<file path="src/rtl/mem_port_arb_pkg.sv">
// Shared types and constants for the fetch/data memory port arbiter.
package mem_port_arb_pkg;

    typedef enum logic [1:0] {
        IDLE  = 2'd0,
        GNT_I = 2'd1,
        GNT_D = 2'd2,
        DONE  = 2'd3
    } arb_state_t;

    localparam logic SEL_FETCH   = 1'b0;
    localparam logic SEL_DATA    = 1'b1;
    localparam int   DEF_TMO_CYC = 15;
    localparam int   CNT_W       = 8;

endpackage

</file>
<file path="src/rtl/mem_port_arb_wait_cnt.sv">
// Wait-cycle counter for a granted memory access; tc fires on the cycle
// that completes TMO_CYC consecutive cycles without mem_ack.
module arb_wait_cnt
    import mem_port_arb_pkg::*;
#(
    parameter int TMO_CYC = DEF_TMO_CYC
) (
    input  logic clk,
    input  logic rst_n,
    input  logic clr,
    input  logic en,
    output logic tc
);

    logic [CNT_W-1:0] cnt;

    always_ff @(posedge clk or negedge rst_n) begin
        if (!rst_n) begin
            cnt <= '0;
        end else if (clr) begin
            cnt <= '0;
        end else if (en) begin
            cnt <= cnt + 1'b1;
        end
    end

    assign tc = en && (cnt == CNT_W'(TMO_CYC - 1));

endmodule

</file>
<file path="src/rtl/mem_port_arb.sv">
// mem_port_arb: shares one memory port between a fetch side and a data side.
// Define MEM_ARB_RR_EN for round-robin tie-breaking; default is data-over-fetch.
module mem_port_arb
    import mem_port_arb_pkg::*;
#(
    parameter int DATA_W  = 32,
    parameter int TMO_CYC = DEF_TMO_CYC
) (
    input  logic              clk,
    input  logic              rst_n,
    input  logic              i_req,
    input  logic [DATA_W-1:0] i_addr,
    output logic [DATA_W-1:0] i_rdata,
    output logic              i_ack,
    output logic              i_err,
    input  logic              d_req,
    input  logic              d_we,
    input  logic [DATA_W-1:0] d_addr,
    input  logic [DATA_W-1:0] d_wdata,
    output logic [DATA_W-1:0] d_rdata,
    output logic              d_ack,
    output logic              d_err,
    output logic              mem_req,
    output logic              mem_we,
    output logic [DATA_W-1:0] mem_addr,
    output logic [DATA_W-1:0] mem_wdata,
    input  logic [DATA_W-1:0] mem_rdata,
    input  logic              mem_ack,
    output logic              sel
);

    arb_state_t state_q, state_d;
    logic       grant;
    logic       pick_data;
    logic       in_gnt;
    logic       ack_hit;
    logic       cnt_en;
    logic       tmo_hit;
    logic       we_q;

`ifdef MEM_ARB_RR_EN
    // Last-served side; on a tie the other side wins.
    logic last_data;

    assign pick_data = d_req && (!i_req || (last_data == SEL_FETCH));

    always_ff @(posedge clk or negedge rst_n) begin
        if (!rst_n) begin
            last_data <= SEL_FETCH;
        end else if (grant) begin
            last_data <= pick_data ? SEL_DATA : SEL_FETCH;
        end
    end
`else
    assign pick_data = d_req;
`endif

    assign in_gnt  = (state_q == GNT_I) || (state_q == GNT_D);
    assign ack_hit = in_gnt && mem_ack;
    assign cnt_en  = in_gnt && !mem_ack;
    assign mem_req = in_gnt;
    assign mem_we  = in_gnt && we_q;

    arb_wait_cnt #(
        .TMO_CYC (TMO_CYC)
    ) u_wait_cnt (
        .clk   (clk),
        .rst_n (rst_n),
        .clr   (grant),
        .en    (cnt_en),
        .tc    (tmo_hit)
    );

    always_comb begin
        state_d = state_q;
        grant   = 1'b0;
        case (state_q)
            IDLE: begin
                if (i_req || d_req) begin
                    grant   = 1'b1;
                    state_d = pick_data ? GNT_D : GNT_I;
                end
            end
            GNT_I, GNT_D: begin
                if (mem_ack || tmo_hit) begin
                    state_d = DONE;
                end
            end
            DONE:    state_d = IDLE;
            default: state_d = IDLE;
        endcase
    end

    // Request fields are captured once at grant so requesters may change them freely afterwards.
    always_ff @(posedge clk or negedge rst_n) begin
        if (!rst_n) begin
            state_q   <= IDLE;
            sel       <= SEL_FETCH;
            we_q      <= 1'b0;
            mem_addr  <= '0;
            mem_wdata <= '0;
            i_rdata   <= '0;
            d_rdata   <= '0;
            i_ack     <= 1'b0;
            d_ack     <= 1'b0;
            i_err     <= 1'b0;
            d_err     <= 1'b0;
        end else begin
            state_q <= state_d;
            i_ack   <= ack_hit && (state_q == GNT_I);
            d_ack   <= ack_hit && (state_q == GNT_D);
            i_err   <= tmo_hit && (state_q == GNT_I);
            d_err   <= tmo_hit && (state_q == GNT_D);
            if (grant) begin
                sel       <= pick_data ? SEL_DATA : SEL_FETCH;
                we_q      <= pick_data && d_we;
                mem_addr  <= pick_data ? d_addr : i_addr;
                mem_wdata <= pick_data ? d_wdata : '0;
            end
            if (ack_hit && (state_q == GNT_I)) begin
                i_rdata <= mem_rdata;
            end
            if (ack_hit && (state_q == GNT_D)) begin
                d_rdata <= mem_rdata;
            end
        end
    end

endmodule

</file>
<file path="config.mk">
export PLATFORM = sky130hd
export DESIGN_NAME = mem_port_arb
export DESIGN_NICKNAME = d
export VERILOG_FILES = /design/src/rtl/mem_port_arb_pkg.sv /design/src/rtl/mem_port_arb_wait_cnt.sv /design/src/rtl/mem_port_arb.sv
export SDC_FILE = /design/constraint.sdc
export NUM_CORES = 1
export LEC_CHECK = 0
export ABC_AREA = 1
export BUFFER_PORTS_ARGS = -buffer_cell sky130_fd_sc_hd__buf_4
export CORE_MARGIN = 2
export CORE_UTILIZATION = 50
export DETAILED_ROUTE_END_ITERATION = 10
export GPL_TIMING_DRIVEN = 0
export PLACE_DENSITY = 0.85
export SYNTH_ARGS = -nofsm -noshare
export SYNTH_HDL_FRONTEND = slang
export SYNTH_SLANG_ARGS = --single-unit
</file>
<file path="constraint.sdc">
create_clock -name clk -period 2.37 [get_ports clk]
set_input_delay 0.237 -clock clk [delete_from_list [all_inputs] [get_ports clk]]
set_output_delay 0.237 -clock clk [all_outputs]
set_load 0.05 [all_outputs]
</file>
==> qor.txt, run 1 <==
Worst Hold Class -> input pin to flop
Pwr per Cell Area -> 1682 nW/um2
Largest net degree at the start of global routing -> 77
CTS root buf -> clkbuf_16
Mapped Cells -> 657
Port bufs -> 267
Ports -> 269
Drt initial violations -> 439
Dpl cell area -> 8066 um2
Slowest stage delay, CP -> 0.40 ns
Post-synth top area share -> 0.6158
Initial antenna violation count -> 0
Core area -> 11420 um2
Clk_skew -> 0.006987 ns
Critical-path cell list -> inv_1 > ha_1 > nand3_1 > buf_2 > buf_1 > nand2_1 > o21ai_0
CTS tree -> yes
Routed Antenna Nets -> 0
Setup violators final -> 0
Setup slack at placement -> 0.4656 ns
Synth Area in Compound Gates -> 0.1024
Post-CTS Setup Repair Bufs -> 0
Number of global-route vias before repair -> 5464
GRT Total Usage -> 0.2683
Register area share after synthesis -> 0.6158
First-pass GRT wire length -> 26.77 mm
Total Power -> 14600 uW
Layout cells sized above 1 -> 0.3319
Setup ws final -> 0.4905 ns
Final nets -> 1085
Via density -> 5.035
Core Rows -> 39
Synth area leaders -> dfrtp_1 62%, nand2_1 14%, o21ai_0 6.0%
Routability Congestion -> 0.8376
Via Count -> 5544
Final core utilization -> 0.7602
Final non-filler cell area -> 8681 um2
Crit-path max FO -> 10
Final HPWL DP -> 12.78 mm
Die width -> 112.2 um
Die Y-Extent -> 112.2 um
Yosys warns -> 0
Tmin final -> 1.879 ns
RSZ-0062 raised after global routing -> false
Largest family of logic cells by synthesized area -> simple AND/OR/NAND/NOR gates
Worst Setup End Kind -> flop
Total CTS buffers -> 17
Synth-to-Final Area Change -> 48.34%
Synth cell types -> 20
Global route overflow -> 0
Area share of xor/xnor cells in the synthesized design -> 0
Post-Syn Nets -> 797
Hold buffers post-CTS -> 1
Worst-Margin Slew -> 0.6579 ns
Max-cap viol count -> 0
# diodes -> 0
Synth area leader -> dfrtp_1
Lkg Pwr -> 0.004687 uW
Avg WL per Cell -> 15.23 um
Worst path required time -> 2.69 ns
Final WL -> 16.76 mm
Simple logic cell fraction of the synthesized area -> 0.2068
Die ar. -> 12590 um2
DRC -> 0
Run status -> completed
#FFs+latches synth -> 144
Htree depth -> 4
Clk sinks -> 144
Clock slew at reported path FFs -> 0.06 ns
Clock Latency Late Sink -> 0.41 ns
Slew margin rel. -> 0.5614
Starting Density -> 0.5125
Max VDD drop -> 1.161 mV
Hold Vio Cnt, Final -> 0
Filler Cells Inserted -> 828
Post-Synth Adder-Cell Area -> 0.01283
CP startpoint kind -> flop
Syn_area_per_cell -> 8.907 um2
Final Slew Violations -> 0
Post-synthesis mux area share -> 0
Critical Setup Path Class -> flop to flop
Drt pass-1 iters -> 4
Data arrival, critical path -> 2.20 ns
Worst path slowest cell -> ha_1
Clock Path Buffers -> 2
Crit share post-route -> 0.7930
F_max -> 532.1 MHz
Total negative slack -> 0 ns
Post-CTS Resized -> 0
Cell Area, Synth -> 5852 um2
## metal layers
layer | vias to the layer above | global-route usage | share of wire
li1 | 2676 | - | -
met1 | 2596 | 0.3274 | 0.39
met2 | 236 | 0.4566 | 0.50
met3 | 36 | 0.06695 | 0.080
met4 | 0 | 0.1138 | 0.029
met5 | - | 0 | 0
## final timing paths
kind                                from  slack (ns)             to  depth (start not counted)
min reg2reg                mem_wdata[27]        0.47  mem_wdata[27]                          2
max reg2reg                   state_q[0]        0.49    d_rdata[29]                          7
min                           d_wdata[8]        0.06   mem_wdata[8]                          3
min in group asynchronous          rst_n        0.41          i_ack                          2
max                           state_q[0]        0.49    d_rdata[29]                          7
max in group asynchronous          rst_n        1.17  mem_wdata[20]                          3
## through the flow
step	hold slack, ns	instances
global placement	0.4555	1067
floorplan	-0.05859	657
CTS	0.04551	1101
global route	0.05446	1101
finish	0.05876	1101
detailed placement	0.2838	1068
## cell usage in the layout (no fill, tap or decap)
cell / netlist / routed
clkbuf_8: 0 / 2
a31oi_1: 32 / 32
a211oi_1: 1 / 1
nand3_1: 38 / 38
buf_2: 15 / 15
nand4_1: 1 / 1
bufinv_16: 0 / 2
o21ai_0: 70 / 70
inv_2: 1 / 1
inv_8: 0 / 1
dfrtp_1: 144 / 144
nand2_1: 219 / 219
clkinv_2: 0 / 1
and3_1: 1 / 1
ha_1: 6 / 6
clkinv_4: 0 / 3
nor2_1: 48 / 48
buf_16: 0 / 1
buf_1: 5 / 5
clkinv_1: 1 / 1
inv_6: 0 / 3
inv_1: 48 / 48
clkbuf_1: 19 / 19
buf_4: 0 / 266
clkbuf_16: 0 / 17
o21ai_4: 1 / 1
a21oi_1: 5 / 5
dlygate4sd3_1: 0 / 1
nor3_1: 1 / 1
clkinvlp_4: 0 / 3
buf_6: 1 / 2
## final cells by class
class / count / area, um2 / area share
clock inverters: 13 / 151.4 / 0.01744
plain buffers: 40 / 176.4 / 0.02032
repair buffers: 269 / 2046 / 0.2357
multi-input cells: 423 / 1884 / 0.2171
well taps: 143 / 178.9 / 0.02061
inverters: 50 / 187.7 / 0.02162
clock buffers: 19 / 452.9 / 0.05218
flip-flops and latches: 144 / 3603 / 0.4151
## kinds of logic (layout without fill, tap and decap cells)
kind of cell / Yosys count / after routing
buffers and inverters: 90 / 391
adders and majority gates: 6 / 6
AOI/OAI and AO/OA: 109 / 109
DFF: 144 / 144
and+or+nand+nor: 308 / 308
## critical path, delay by kind of cell, from the launching register on
family,cells,cell delay (ns)
buffers and inverters,3,0.70
adder cells (fa/ha/maj),1,0.40
AO/OA/AOI/OAI,1,0.10
AND/OR/NAND/NOR,2,0.23
flip-flops,1,0.37
## where the power goes
| part | switching [uW] | internal, uW | total (uW) |
|---|---|---|---|
| Sequential | 605 | 3520 | 4130 |
| Combinational | 5600 | 2190 | 7790 |
| Clock | 1060 | 1630 | 2680 |
| Total | 7260 | 7340 | 14600 |
## sequential cells by signal, indices dropped and copies added, names as in the netlist
register / flops
i_rdata: 32
d_rdata: 32
i_ack: 1
d_ack: 1
d_err: 1
i_err: 1
u_wait_cnt.cnt: 8
sel: 1
we_q: 1
mem_addr: 32
state_q: 2
mem_wdata: 32
## synthesized netlist by cell type
cell type and n:
a211oi_1 1, a21oi_1 5, a31oi_1 32, and3_1 1, buf_1 5, buf_2 15
buf_6 1, clkbuf_1 19, clkinv_1 1, dfrtp_1 144, ha_1 6, inv_1 48
inv_2 1, nand2_1 219, nand3_1 38, nand4_1 1, nor2_1 48, nor3_1 1
o21ai_0 70, o21ai_4 1
Note: power is estimated with default switching activity, not from simulation.
==> inputs of run 2 (changes only) <==
--- a/config.mk
+++ b/config.mk
@@ -8,10 +8,10 @@
 export ABC_AREA = 1
 export BUFFER_PORTS_ARGS = -buffer_cell sky130_fd_sc_hd__buf_4
 export CORE_MARGIN = 2
-export CORE_UTILIZATION = 50
+export CORE_UTILIZATION = 42
 export DETAILED_ROUTE_END_ITERATION = 10
 export GPL_TIMING_DRIVEN = 0
-export PLACE_DENSITY = 0.85
+export PLACE_DENSITY = 0.76
 export SYNTH_ARGS = -nofsm -noshare
 export SYNTH_HDL_FRONTEND = slang
 export SYNTH_SLANG_ARGS = --single-unit
==> constraint.sdc (replaced) <==
create_clock -name clk -period 1.7 [get_ports clk]
set_input_delay 0.17 -clock clk [delete_from_list [all_inputs] [get_ports clk]]
set_output_delay 0.17 -clock clk [all_outputs]
set_load 0.05 [all_outputs]
==> qor.txt, run 2 (synthesized netlist as in run 1, its figures left out) <==
Clock Path Buffers -> 2 (unchanged)
DRC -> 0 (unchanged)
Hold Vio Cnt, Final -> 0 (unchanged)
Die Y-Extent -> 122.0 um (+8.8%)
CTS tree -> yes
Port bufs -> 267 (unchanged)
Critical-path cell list -> inv_2 > ha_4 > nand2_1 > inv_1 > buf_6
Most frequent cells in the layout -> 269 x buf_4, 219 x nand2_1, 144 x dfrtp_1
Crit share post-route -> 0.9577
Ports -> 269 (unchanged)
Die ar. -> 14890 um2 (+18%)
Pwr per Cell Area -> 2309 nW/um2 (+37%)
Clk_skew -> 0.005004 ns (-0.001984 ns)
Worst path slowest cell -> dfrtp_1
Commonest non-fill, non-tap cell in the layout -> buf_4
Final nets -> 1116 (+2.9%)
Via density -> 4.910 (-2.5%)
Slew margin rel. -> 0.6184 (+0.05700)
GRT Total Usage -> 0.2412 (-0.02710)
Data arrival, critical path -> 1.46 ns (-0.74 ns)
First-pass GRT wire length -> 27.72 mm (+3.6%)
Htree depth -> 4 (unchanged)
Dpl cell area -> 8115 um2 (+0.60%)
Global route overflow -> 0 (unchanged)
F_max -> 614.2 MHz
Synth-to-Final Area Change -> 56.62%
Setup violators final -> 0 (unchanged)
Worst Setup End Kind -> output port
Largest net degree at the start of global routing -> 88 (+14%)
Run status -> completed
CP startpoint kind -> flop
Clock slew at reported path FFs -> 0.06 ns (about the same)
RSZ-0062 raised after global routing -> false
Setup ws final -> 0.07199 ns (-0.4186 ns)
Total CTS buffers -> 17 (unchanged)
Tmin final -> 1.628 ns
Finished Layout Cells -> 1168 (+6.1%)
Core Rows -> 43 (+10%)
Routed Antenna Nets -> 0 (unchanged)
Routability Congestion -> 0.8350 (-0.31%)
Clk sinks -> 144 (unchanged)
Number of global-route vias before repair -> 5627 (+3.0%)
Filler Cells Inserted -> 1094 (+32%)
Final HPWL DP -> 12.93 mm (+1.2%)
Clock Latency Late Sink -> 0.41 ns (about the same)
R2R cell count -> 7 (unchanged)
Via Count -> 5735 (+3.4%)
Core area -> 13720 um2 (+20%)
Setup slack at placement -> -0.1952 ns (-0.6608 ns)
Max VDD drop -> 1.270 mV (+9.3%)
Worst-Margin Slew -> 0.5724 ns (-0.08550 ns)
Total Power -> 21160 uW (+45%)
Initial antenna violation count -> 0 (unchanged)
Layout cells sized above 1 -> 0.3370 (+0.005103)
Cell Count Post-Placement -> 1105 (+3.5%)
# diodes -> 0 (unchanged)
CTS root buf -> clkbuf_16
Crit-path max FO -> 6 (-4)
Die width -> 122.0 um (+8.8%)
Final WL -> 17.83 mm (+6.4%)
Drt initial violations -> 330 (-25%)
Final non-filler cell area -> 9165 um2 (+5.6%)
Hold Crit Depth -> 3 (unchanged)
Lkg Pwr -> 0.004895 uW (+4.4%)
Final Slew Violations -> 0 (unchanged)
Avg WL per Cell -> 15.27 um (+0.28%)
Max-cap viol count -> 0 (unchanged)
Worst Hold Class -> input pin to flop
Slowest stage delay, CP -> 0.39 ns (about the same)
Starting Density -> 0.4265 (-0.08595)
Drt pass-1 iters -> 4 (unchanged)
Worst path required time -> 1.53 ns (-1.16 ns)
Critical Setup Path Class -> flop to output port
## run 2: final timing paths
path                          startpoint  slack (ns)       endpoint
max                           state_q[0]        0.07         mem_we
min                          d_wdata[19]        0.02  mem_wdata[19]
max reg2reg                   state_q[0]        0.16    d_rdata[18]
min reg2reg                mem_wdata[18]        0.47  mem_wdata[18]
max in group asynchronous          rst_n        0.58  mem_wdata[21]
min in group asynchronous          rst_n        0.30     i_rdata[1]
## run 2: metrics by stage
step,setup TNS (ns),hold WS [ns],utilization
2_1_floorplan,0,-0.1256,-
3_3_place_gp,-31.52,0.4031,0.5892
3_5_place_dp,-5.958,0.1830,0.5915
4_1_cts,0,0.001340,0.6646
5_1_grt,0,0.01931,0.6680
6_report,0,0.01700,0.6680
## run 2: where the power goes
part	internal (uW)	leakage (uW)	total [uW]	switching, uW
Sequential	4910	0.00179	5770	853
Combinational	3230	0.00277	11100	7880
Clock	2900	0.000336	4280	1370
## run 2: cell type report
cell class	count	area (um2)	area share
tap	180	225.2	0.02457
buffer	39	193.9	0.02116
timing repair buffer	301	2362	0.2577
clock inverter	9	202.7	0.02212
inverter	50	187.7	0.02048
multi-input combinational	423	1906	0.2079
sequential	144	3603	0.3932
clock buffer	22	484.2	0.05283
## run 2: metal layers
layer  track usage  vias up  share of wire  wire (um)
met5             0        -              0          0
met4       0.09052        0          0.019        345
met3       0.06180       30          0.081       1443
met2        0.4211      256           0.51       9165
met1        0.2863     2707           0.39       6879
li1              -     2742              -          -
## run 2: repair_timing
action,4_1_cts,5_1_grt
gates resized for setup,9,17
hold buffers,30,0
endpoints found under the setup margin,66,61
buffers inserted,0,3
pin swaps,0,1
endpoints found under the hold margin,86,0
## run 2: worst max-delay path: cells and delay by family (launching register included)
kind	cells	cell delay, ns
and+or+nand+nor	1	0.05
buffers and inverters	3	0.30
adders and majority gates	1	0.31
DFF	1	0.39
==> inputs of run 3 (changes only) <==
--- a/config.mk
+++ b/config.mk
@@ -12,6 +12,7 @@
 export DETAILED_ROUTE_END_ITERATION = 10
 export GPL_TIMING_DRIVEN = 0
 export PLACE_DENSITY = 0.76
+export RECOVER_POWER = 100
 export SYNTH_ARGS = -nofsm -noshare
 export SYNTH_HDL_FRONTEND = slang
 export SYNTH_SLANG_ARGS = --single-unit
==> qor.txt, run 3 (synthesized netlist as in run 1, its figures left out) <==
Run status -> completed
Clock Latency Late Sink -> 0.41 ns (about the same)
Worst-Margin Slew -> 0.8464 ns (+0.2741 ns)
Synth-to-Final Area Change -> 47.59%
Total CTS buffers -> 17 (unchanged)
Cell Count Post-Placement -> 1105 (unchanged)
Worst path required time -> 1.53 ns (about the same)
Clock slew at reported path FFs -> 0.06 ns (about the same)
Drt initial violations -> 370 (+12%)
Routability Congestion -> 0.8350 (unchanged)
Filler Cells Inserted -> 1255 (+15%)
Clk_skew -> 0.004930 ns (-0.00007361 ns)
Routed Antenna Nets -> 0 (unchanged)
Worst path slowest cell -> dfrtp_1
Drt pass-1 iters -> 5 (+1)
Setup slack at placement -> -0.1952 ns (unchanged)
R2R setup slack -> 0.10 ns (-0.06 ns)
Delay-heaviest family, CP -> flip-flops
First-pass GRT wire length -> 27.72 mm (unchanged)
Worst Hold Class -> input pin to flop
Commonest non-fill, non-tap cell in the layout -> nand2_1
Starting Density -> 0.4265 (unchanged)
Slowest stage delay, CP -> 0.39 ns (about the same)
Hold Crit Depth -> 3 (unchanged)
Met2 WL -> 9.188 mm (+0.25%)
Clock Path Buffers -> 2 (unchanged)
Data arrival, critical path -> 1.46 ns (about the same)
Critical Setup Path Class -> flop to output port
Hold Crit Start -> d_wdata[19]
WP depth -> 5 (unchanged)
Reg-to-Reg End -> mem_wdata[2]
Initial antenna violation count -> 0 (unchanged)
Max-cap viol count -> 0 (unchanged)
R2R cell count -> 6 (-1)
Global route overflow -> 0 (unchanged)
Largest net degree at the start of global routing -> 88 (unchanged)
Hold EP -> mem_wdata[19]
Hold Vio Cnt, Final -> 0 (unchanged)
Final core utilization -> 0.6295 (-0.03849)
Clk sinks -> 144 (unchanged)
Pwr per Cell Area -> 2301 nW/um2 (-0.33%)
Slew margin rel. -> 0.4357 (-0.1827)
Setup violators final -> 0 (unchanged)
Setup ws final -> 0.07153 ns (-0.0004573 ns)
Tmin final -> 1.628 ns (+0.0004573 ns)
DR top layer -> met4
F_max -> 614.1 MHz (about the same)
Total Power -> 19880 uW (-6.1%)
Max VDD drop -> 1.203 mV (-5.3%)
Core Rows -> 43 (unchanged)
Ports -> 269 (unchanged)
Via Count -> 5746 (+0.19%)
GRT Total Usage -> 0.2412 (unchanged)
Crit share post-route -> 0.9579 (about the same)
RSZ-0062 raised after global routing -> false
Final HPWL DP -> 12.93 mm (unchanged)
Die width -> 122.0 um (unchanged)
Final WL -> 17.91 mm (+0.43%)
Critical-path cell list -> inv_2 > ha_4 > nand2_1 > inv_1 > buf_6
Worst Path Buf+Inv -> 3 (unchanged)
Die ar. -> 14890 um2 (unchanged)
Core area -> 13720 um2 (unchanged)
Number of global-route vias before repair -> 5627 (unchanged)
Die Y-Extent -> 122.0 um (unchanged)
CTS root buf -> clkbuf_16
Layout cells sized above 1 -> 0.1994 (-0.1377)
# diodes -> 0 (unchanged)
Final Slew Violations -> 0 (unchanged)
Final nets -> 1116 (unchanged)
CP startpoint kind -> flop
CTS tree -> yes
Finished Layout Cells -> 1168 (unchanged)
Crit-path max FO -> 6 (unchanged)
Port bufs -> 267 (unchanged)
Most frequent cells in the layout -> 219 x nand2_1, 149 x clkbuf_1, 144 x dfrtp_1
Worst Setup End Kind -> output port
Avg WL per Cell -> 15.33 um (+0.43%)
Htree depth -> 4 (unchanged)
Lkg Pwr -> 0.004383 uW (-10%)
Via density -> 4.920 (+0.19%)
Post-Route M1 WL -> 6.962 mm (+1.2%)
WL met3 -> 1.416 mm (-1.9%)
RR Startpoint -> state_q[1]
DRC -> 0 (unchanged)
==> run 3: cell types whose count changed in the layout (fill, tap and decap cells not counted), moves of 3 or more <==
cell,before,now
buf_1,3,0
buf_2,14,6
buf_4,269,134
clkbuf_1,12,149
clkbuf_2,6,15
==> run 3: layout make-up <==
cell class	instances	area, um2	area share
Clock buffer	22	484.2	0.05606
Sequential cell	144	3603	0.4172
Tap cell	180	225.2	0.02608
Clock inverter	9	202.7	0.02347
Timing Repair Buffer	301	1849	0.2141
Multi-Input combinational cell	423	1894	0.2193
Inverter	50	187.7	0.02173
Buffer	39	190.2	0.02202
==> run 3: metrics by stage <==
step	setup TNS, ns	cell area, um2	hold WS (ns)
after global placement	-31.52	8084	0.4031
after global routing	0	8637	0.01931
final	0	8637	0.01740
after CTS	0	9117	0.001340
after detailed placement	-5.958	8115	0.1830
after floorplan	0	5854	-0.1256
==> run 3: timing repair <==
action,4_1_cts,5_1_grt
pin swaps,0,1
hold buffers,30,0
resized for setup,9,17
buffers inserted,0,3
hold endpoints to repair,86,0
endpoints found under the setup margin,66,61
==> run 3: metal layers <==
metal  track usage  up-vias
met2        0.4211      250
met5             0        -
met1        0.2863     2723
met3       0.06180       28
li1              -     2745
met4       0.09052        0
==> run 3: worst max path at each step <==
stage / start / to / slack [ns]
after global placement: rst_n / mem_wdata[9] / -0.20
after detailed placement: state_q[0] / d_rdata[18] / -0.20
after floorplan: state_q[1] / d_rdata[0] / 0.008
final: state_q[0] / mem_we / 0.07
after CTS: state_q[0] / mem_we / 0.007
after global routing: state_q[1] / d_rdata[4] / 0.004
==> run 3: worst min-delay path, stage by stage <==
cell and delay (ns):
buf_4 0.08, nand3_1 0.07, nand2_1 0.07
==> run 3: report_power, final <==
| group | total, uW | switching, uW | internal [uW] |
|---|---|---|---|
| sequential | 5730 | 821 | 4910 |
| clock | 4280 | 1370 | 2900 |
| combinational | 9870 | 7890 | 1980 |
| total | 19900 | 10100 | 9800 |
